### config.mk
export PLATFORM = sky130hd
export DESIGN_NAME = slot_reels
export DESIGN_NICKNAME = d
export VERILOG_FILES = /design/src/rtl/slot_reels.sv
export SDC_FILE = /design/constraint.sdc
export NUM_CORES = 1
export LEC_CHECK = 0
export CORE_MARGIN = 8
export CORE_UTILIZATION = 59
export CTS_CLUSTER_DIAMETER = 60
export DETAILED_ROUTE_END_ITERATION = 12
export GPL_ROUTABILITY_DRIVEN = 0
export PLACE_DENSITY_LB_ADDON = 0.15
export SLEW_MARGIN = 30
export SYNTH_ARGS = -nofsm -noshare
export SYNTH_HDL_FRONTEND = slang
export SYNTH_SLANG_ARGS = --single-unit
export TNS_END_PERCENT = 1
### constraint.sdc
create_clock -name clk -period 3.7 [get_ports clk]
set_input_delay 0.555 -clock clk [delete_from_list [all_inputs] [get_ports clk]]
set_output_delay 0.555 -clock clk [all_outputs]
set_load 0.01 [all_outputs]
### src/rtl/slot_reels.sv
// ============================================================================
// slot_reels : four decimal reels, LFSR-stopped one at a time on a spin edge
// Rev 1.0
// ============================================================================
`timescale 1ns/1ps
`default_nettype none

module slot_reels #(
   parameter int          SPIN_TICKS    = 16,
   parameter int          STAGGER_TICKS = 8,
   parameter logic [15:0] LFSR_SEED     = 16'hACE1
) (
   input  logic       clk,
   input  logic       rst,
   input  logic       spin,
   output logic [3:0] randNum1,
   output logic [3:0] randNum2,
   output logic [3:0] randNum3,
   output logic [3:0] randNum4,
   output logic       busy,
   output logic [3:0] locked,
   output logic       result_valid
);

   localparam int MAX_TICKS = (SPIN_TICKS > STAGGER_TICKS) ? SPIN_TICKS : STAGGER_TICKS;
   localparam int CNT_W     = $clog2(MAX_TICKS + 1);
   localparam logic [CNT_W-1:0] SPIN_LAST = CNT_W'(SPIN_TICKS - 1);
   localparam logic [CNT_W-1:0] STAG_LAST = CNT_W'(STAGGER_TICKS - 1);

   typedef enum logic [1:0] {S_IDLE = 2'd0, S_SPIN = 2'd1, S_STOP = 2'd2} state_t;

   state_t          state_q, state_d;
   logic [CNT_W-1:0] cnt_q, cnt_d;
   logic [3:0][3:0] reel_q, reel_d;
   logic [3:0]      locked_q, locked_d;
   logic            busy_q, busy_d;
   logic            rv_q, rv_d;
   logic [15:0]     lfsr_q;
   logic            spin_q;
   logic            spin_rise;

   function automatic logic [3:0] inc10(input logic [3:0] v);
      return (v == 4'd9) ? 4'd0 : v + 4'd1;
   endfunction

   function automatic logic [3:0] red10(input logic [3:0] n);
      return (n >= 4'd10) ? n - 4'd10 : n;
   endfunction

   assign spin_rise = spin & ~spin_q;

   always_ff @(posedge clk or posedge rst) begin
      if (rst) begin
         lfsr_q <= LFSR_SEED;
         spin_q <= 1'b0;
      end else begin
         lfsr_q <= {1'b0, lfsr_q[15:1]} ^ (lfsr_q[0] ? 16'hB400 : 16'h0000);
         spin_q <= spin;
      end
   end

   always_comb begin
      state_d  = state_q;
      cnt_d    = cnt_q;
      reel_d   = reel_q;
      locked_d = locked_q;
      busy_d   = busy_q;
      rv_d     = 1'b0;
      unique case (state_q)
         S_IDLE: begin
            if (spin_rise) begin
               state_d  = S_SPIN;
               cnt_d    = '0;
               locked_d = 4'b0000;
               reel_d   = {4'd3, 4'd2, 4'd1, 4'd0};
               busy_d   = 1'b1;
            end
         end
         S_SPIN: begin
            for (int k = 0; k < 4; k++) reel_d[k] = inc10(reel_q[k]);
            if (cnt_q == SPIN_LAST) begin
               reel_d[0]   = red10(lfsr_q[3:0]);
               locked_d[0] = 1'b1;
               state_d     = S_STOP;
               cnt_d       = '0;
            end else begin
               cnt_d = cnt_q + 1'b1;
            end
         end
         S_STOP: begin
            for (int k = 0; k < 4; k++)
               if (!locked_q[k]) reel_d[k] = inc10(reel_q[k]);
            if (cnt_q == STAG_LAST) begin
               cnt_d = '0;
               for (int k = 1; k < 4; k++) begin
                  if (locked_q[k-1] && !locked_q[k]) begin
                     reel_d[k]   = red10(lfsr_q[4*k +: 4]);
                     locked_d[k] = 1'b1;
                  end
               end
               if (locked_q[2]) begin
                  busy_d  = 1'b0;
                  rv_d    = 1'b1;
                  state_d = S_IDLE;
               end
            end else begin
               cnt_d = cnt_q + 1'b1;
            end
            // Last spinning reel would complete a match: step it once more.
            if (locked_d == 4'b0111 && reel_d[0] == reel_d[1] &&
                reel_d[1] == reel_d[2] && reel_d[3] == reel_d[0])
               reel_d[3] = inc10(reel_d[3]);
         end
         default: state_d = S_IDLE;
      endcase
   end

   always_ff @(posedge clk or posedge rst) begin
      if (rst) begin
         state_q  <= S_IDLE;
         cnt_q    <= '0;
         reel_q   <= {4'd3, 4'd2, 4'd1, 4'd0};
         locked_q <= 4'b0000;
         busy_q   <= 1'b0;
         rv_q     <= 1'b0;
      end else begin
         state_q  <= state_d;
         cnt_q    <= cnt_d;
         reel_q   <= reel_d;
         locked_q <= locked_d;
         busy_q   <= busy_d;
         rv_q     <= rv_d;
      end
   end

   assign randNum1     = reel_q[0];
   assign randNum2     = reel_q[1];
   assign randNum3     = reel_q[2];
   assign randNum4     = reel_q[3];
   assign locked       = locked_q;
   assign busy         = busy_q;
   assign result_valid = rv_q;

endmodule

`default_nettype wire

==> flow_summary.ini <==
[pwr]
power_density_nw_per_um2 = 561.0
leakage_nw = 1.491
fin_total_pwr_mw = 2.061
ir_drop_mv = 0.4048

[clocking]
cts_tree = built
cts_made_buffers = 5
ctsLongestPathBuffers = 2
ctsResizeCount = 0
htreeDepth = 2
clkTransAtPathRegs_ns = 0.09
hold_buffers = 0
postCtsSetupBuffers = 0
clock-sinks = 46
clock_latency_ns = 0.30
root_buffer = clkbuf_8

[grt]
grt_usage_pct = 20.21
grt_pass1_wl_mm = 13.87
antenna_found_initial = 0
grt_pass1_vias = 2772
grt_max_degree = 47
grt.overflow.total = 0

[die]
die_width_um = 91.15
start_util_pct = 60.88
rows = 27
dieHeight_um = 91.15
io_pins = 25
core-area_um2 = 5473
fp.dieArea_um2 = 8308

[cells_and_area]
layout-drive-gt1-share_pct = 12.21
layout_commonest_cell = dfrtp_1
syn2layout_area_growth_pct = 10.25
layout_common_cells = 34 x dfrtp_1, 33 x nand2_1, 30 x a21oi_1
n_antenna_cell = 0
nets = 414

[sta]
tns_ns = 0
fin_crit_sh_pct = 86.05
min_period_ns = 3.184
tightest_slew_ns = 0.8560
clock_skew_ns = 0.006516
slew_headroom_pct = 42.21
setup_viol = 0
hold_viol = 0
slew_violations = 0
fmax_ghz = 0.3141
grt_setup_unrepaired = no

[drt]
wl_mm = 8.362
drt_pre_antenna_iters = 5
vias = 2936
wl_per_cell_um = 17.98
vias_per_cell = 6.314
drc = 0
antenna_left = 0
drt_iter0_drc = 256

[worst_setup_path]
worstPathMaxFanout = 6
start_kind = flip-flop
slowest_delay_ns = 0.62
timing.rr.end = randNum4[2]$_DFFE_PP0P_
path_class = flip-flop to flip-flop
critPathArrivalTime_ns = 3.37
critPathCaptureType = flip-flop
cp_slowest_cell = o311ai_0
crit_path_cell_trace = ha_1, nand4bb_1, buf_4, nor2_8, o311ai_0, o2111ai_1, o31a_2, nor4_2, mux2i_1, o211ai_1
cp_data_required_time_ns = 3.88
worstRegToRegCells = 10
worstReg2RegStart = cnt_q[0]$_DFFE_PP0P_
reg2reg_slack_ns = 0.52

[yosys]
syn-instance-count = 374
synth-async-reset-ratio_pct = 100.0
avgSynthCellArea_um2 = 8.909
synth_seq_cells = 46
synth_top_area_share_pct = 25.54
ys_seq_area_share_pct = 35.00
synth_edf_count = 0
yosys_warnings = 0
synth.distinct_cells = 71
netlist_top_cells_area = dfrtp_1 26%, dfstp_2 9.5%, ha_1 7.1%
synth_ff_type = dfrtp_1
syn-cell-area_um2 = 3332
yosysTopAreaCell = dfrtp_1
syn_nets = 396

[placement]
io_buffers = 24
dp_hpwl_mm = 5.869

[hold_path]
min_to = lfsr_q[3]$_DFF_PP0_
hold_path_depth = 0
hp-class = flip-flop to flip-flop
min_from = lfsr_q[4]$_DFF_PP0_

[run_status]
outcome = completed

[run]
drv_cap = 0
worst max path at each step:
| stage | from | endpoint | slack [ns] | cells past startpoint |
|---|---|---|---|---|
| final | cnt_q[0]$_DFFE_PP0P_ | randNum4[2]$_DFFE_PP0P_ | 0.52 | 10 |
| after global routing | cnt_q[0]$_DFFE_PP0P_ | randNum4[2]$_DFFE_PP0P_ | 0.33 | 10 |
| after CTS | cnt_q[0]$_DFFE_PP0P_ | randNum4[2]$_DFFE_PP0P_ | 0.58 | 10 |
| after detailed placement | cnt_q[0]$_DFFE_PP0P_ | randNum4[2]$_DFFE_PP0P_ | 0.62 | 9 |
| after global placement | cnt_q[0]$_DFFE_PP0P_ | randNum4[2]$_DFFE_PP0P_ | 0.68 | 9 |
| after floorplan | randNum3[1]$_DFFE_PP1P_ | randNum4[2]$_DFFE_PP0P_ | 1.01 | 10 |
power by group:
part	total, mW	switching (mW)	leakage [nW]	internal, mW
Clock	0.364	0.175	0.0575	0.189
Sequential	0.707	0.117	0.586	0.589
Combinational	0.990	0.582	0.848	0.408
Total	2.06	0.874	1.49	1.19
through the flow:
| stage | util [%] | worst slack, ns | std cells | hold slack [ns] | instance area [um^2] |
|---|---|---|---|---|---|
| final | 67.12 | 0.5161 | 465 | 0.3909 | 3674 |
| after global routing | 67.12 | 0.3350 | 465 | 0.4025 | 3674 |
| after CTS | 67.08 | 0.5837 | 465 | 0.3896 | 3671 |
| after detailed placement | 65.07 | 0.6159 | 457 | 0.3697 | 3561 |
| after global placement | 65.07 | 0.6757 | 457 | 0.3537 | 3561 |
| after floorplan | - | 1.011 | 374 | 0.3478 | 3332 |
final cells by class:
cell class              count  area [um^2]
multi-input cells         284         1938
well taps                  72        90.09
repair buffers             27        262.8
inverters                  28        106.4
fillers                   477         1799
clock buffers               8        110.1
flip-flops and latches     46         1166
layer usage:
metal / track usage, % / part of all wire [%]
met1: 25.96 / 44
met2: 32.10 / 47
met3: 4.691 / 7.3
met4: 8.049 / 1.7
met5: 0 / 0
logic make-up (layout without fill, tap and decap cells):
| group | count (synthesis) | in the layout | synth area share [%] |
|---|---|---|---|
| and+or+nand+nor | 135 | 135 | 23.28 |
| AOI/OAI and AO/OA | 118 | 118 | 24.33 |
| DFF | 46 | 46 | 35.00 |
| buffers and inverters | 44 | 63 | 6.872 |
| adders and majority gates | 19 | 19 | 7.135 |
| xor gates and xnor gates | 6 | 6 | 1.577 |
| muxes | 6 | 6 | 1.803 |
critical path, delay by kind of cell (launching register included):
family	cells	cell delay [ns]
adder cells (fa/ha/maj)	1	0.26
flip-flops	1	0.41
AO/OA/AOI/OAI	4	1.12
buffers and inverters	1	0.24
multiplexers	1	0.22
AND/OR/NAND/NOR	3	0.80
registers in the layout, summed over array words and instances (netlist names):
| name | cells |
|---|---|
| lfsr_q | 16 |
| cnt_q | 5 |
| locked | 4 |
| randNum1 | 4 |
| randNum2 | 4 |
| randNum3 | 4 |
| randNum4 | 4 |
| state_q | 2 |
| busy | 1 |
| result_valid | 1 |
| spin_q | 1 |
cells in the mapped netlist (3+ instances only):
cell type / instances
and3b_1: 4
clkbuf_1: 7
o21ai_0: 25
nand3_1: 15
a22oi_1: 3
a2bb2oi_1: 4
buf_6: 3
a211oi_1: 6
a31o_2: 3
o2111ai_1: 4
a31oi_1: 3
mux2i_1: 6
nor3b_1: 5
o311ai_0: 3
nand2_2: 3
ha_1: 19
buf_4: 3
nor4b_1: 3
dfstp_2: 12
clkbuf_8: 3
nand3b_1: 3
a21boi_0: 3
nand2_1: 33
a21oi_1: 30
nor2_1: 22
nor3_1: 7
xor2_1: 4
a2111oi_0: 4
dfrtp_1: 34
inv_1: 27
nor2b_1: 4
nand2b_1: 10
o211ai_1: 3
and2_1: 5
(Power assumes the default switching activity.)
==> edit, RTL diff (config.mk and constraints unchanged) <==
Remove the register `rv_q`: a continuous assignment takes its place, so the output `result_valid` follows one clock earlier.
--- a/src/rtl/slot_reels.sv
+++ b/src/rtl/slot_reels.sv
@@ -124,3 +124,2 @@
          busy_q   <= 1'b0;
-         rv_q     <= 1'b0;
       end else begin
@@ -131,5 +130,6 @@
          busy_q   <= busy_d;
-         rv_q     <= rv_d;
       end
    end
+
+   assign rv_q = rv_d;
 
Formal check against the unedited RTL: no difference found for any inputs over 10 cycles, from zero or initial values and one cycle with rst high; that may be too few to reach the edited logic, so the function may still have changed.
==> edit against the original RTL <==
- power rose by 11%
- via count fell by 1.9%
- sequential power rose by 5.4%
- largest power group unchanged
- routed wire length fell by 4.9%
- worst setup slack got worse by 0.058 ns
- final cell count fell by 3.2%
- design area fell by 3.1%
- clock skew rose by 0.0014 ns
- highest routed layer unchanged
- area after synthesis fell by 5.0%
- sequential cell count fell by 1
- combinational power rose by 11%
==> edit: results (changes against the original RTL) <==
[run_status]
status = complete, no violations  ; unchanged

[detailed_routing]
via_per_inst = 6.40  ; was 6.31
drtIter0Drc = 241  ; was 256
wl_per_cell_um = 17.7  ; was 18.0 um
drt_pass1_iterations = 5  ; unchanged

[critical_path]
worstPathMaxFanout = 16  ; was 6
critical_path_arrival_ns = 3.47  ; was 3.37 ns
slowest_delay_ns = 0.44  ; was 0.62 ns
cp_slowest_cell = a2111o_1  ; was o311ai_0
cp_top_family = compound AO/OA/AOI/OAI gates  ; unchanged

[finish]
reg_top3 = lfsr_q (16), cnt_q (5)  ; unchanged
fillers = 442  ; was 477
finalNetCount = 401  ; was 414
drive_above_1_share_pct = 8.16  ; was 12.2%
n_antenna_cell = 0  ; unchanged

[placement]
hpwl_um = 5650  ; was 5870 um
port-buffer-count = 24  ; unchanged

[logic_synthesis]
synth_nets = 386  ; was 396
synth-xor-area-share_pct = 1.94  ; was 1.58%
synth_top_cells_by_count = nand2_1 (36), dfrtp_1 (33), o21ai_0 (31)  ; was dfrtp_1 (34), nand2_1 (33), a21oi_1 (30)
yosysWarnings = 0  ; unchanged
synth_mux_area_share_pct = 2.33  ; was 1.80%
async_flop_share_pct = 100  ; unchanged
ys_seq_area_share_pct = 36.1  ; was 35.0%
synth.distinct_cells = 63  ; was 71
synth_compound_area_share_pct = 22.8  ; was 24.3%
synthAdderAreaFrac_pct = 7.51  ; was 7.13%
synthTopCellsByArea = dfrtp_1 (26%), dfstp_2 (10%), ha_1 (7.5%)  ; was dfrtp_1 (26%), dfstp_2 (9.5%), ha_1 (7.1%)
synth_ff_type = dfrtp_1  ; unchanged

[power]
swShare_pct = 41.5  ; was 42.4%
p_leak_nw = 1.46  ; was 1.49 nW
peakVddDrop_mv = 0.503  ; was 0.405 mV

[clock_tree]
clockRootBuffer = clkbuf_8  ; unchanged
clockBufferDepth = 2  ; unchanged
insertion_delay_ns = 0.30  ; about the same
htree_levels = 2  ; unchanged
cts_resized = 0  ; unchanged
path_clk_slew_ns = 0.09  ; about the same
cts_buffers = 5  ; unchanged
post_cts_buffers = 0  ; unchanged

[global_routing]
antenna_found_initial = 0  ; unchanged
grt_usage_pct = 21.2  ; was 20.2%
grt_max_degree = 46  ; was 47
grt_pass1_wl_um = 13300  ; was 13900 um
grt_pass1_vias = 2789  ; was 2772

[timing]
fin_worst_skew_ns = 0.00796  ; was 0.00652 ns
slew_headroom_pct = 48.3  ; was 42.2%

[hold_path]
hp-class = reg -> reg  ; unchanged

==> edit: stage by stage <==
stage          setup slack [ns]  area (sq um)  hold WS, ns  cells
4_1_cts                   0.482          3560        0.396    450
5_1_grt                   0.231          3560        0.400    450
2_1_floorplan             0.816          3160        0.347    364
3_3_place_gp              0.607          3430        0.384    442
3_5_place_dp              0.511          3430        0.380    442
6_report                  0.458          3560        0.397    450
==> edit: worst register-to-register path, cell delays in order, from the launching register on <==
cell and delay (ns):
dfrtp_1 0.40, ha_1 0.24, and4bb_4 0.39, nand2_1 0.17, a2111o_1 0.44, o211ai_1 0.25, nand4_1 0.23, a2111oi_4 0.43
and2_1 0.27, nor3b_1 0.07, a211o_1 0.28
==> edit: final timing paths <==
kind | slack [ns] | from | cells past startpoint | end
hold reg to reg | 0.40 | lfsr_q[6] | 0 | lfsr_q[5]
max in group asynchronous | 2.54 | rst | 2 | cnt_q[3]
setup reg to reg | 0.46 | cnt_q[0] | 10 | randNum4[1]
hold / removal | 0.40 | lfsr_q[6] | 0 | lfsr_q[5]
min in group asynchronous | 0.69 | rst | 2 | state_q[1]
setup / recovery | 0.46 | cnt_q[0] | 10 | randNum4[1]
==> edit: power by group through the flow <==
stage	sequential, W	combinational, W	clock (W)
2_1_floorplan	0.000722	0.000746	0
5_1_grt	0.000763	0.00120	0.000460
6_report	0.000745	0.00110	0.000440
3_3_place_gp	0.000747	0.00106	0
3_5_place_dp	0.000751	0.00108	0
4_1_cts	0.000742	0.00109	0.000440
==> edit: cell type report <==
class                           instances  area (sq um)  area share (%)
Multi-Input combinational cell        278          1860            52.1
Inverter                               23          87.6            2.46
Timing Repair Buffer                   26           255            7.17
Clock inverter                          3          65.1            1.83
Tap cell                               70          87.6            2.46
Sequential cell                        45          1140            32.0
Clock buffer                            5          68.8            1.93
==> edit: cells by family (layout without fill, tap and decap cells) <==
kind of cell	count (synthesis)	after routing
buffers and inverters	41	57
flip-flops	45	45
adder cells (fa/ha/maj)	19	19
AO/OA/AOI/OAI	105	105
multiplexers	7	7
XOR/XNOR	7	7
AND/OR/NAND/NOR	140	140
==> edit: metal layers <==
metal / track usage [%] / wire, um / vias up
met5: 0 / 0 / -
met4: 6.50 / 128 / 0
met3: 3.49 / 481 / 13
met2: 34.6 / 3740 / 101
met1: 28.0 / 3600 / 1401
li1: - / - / 1364
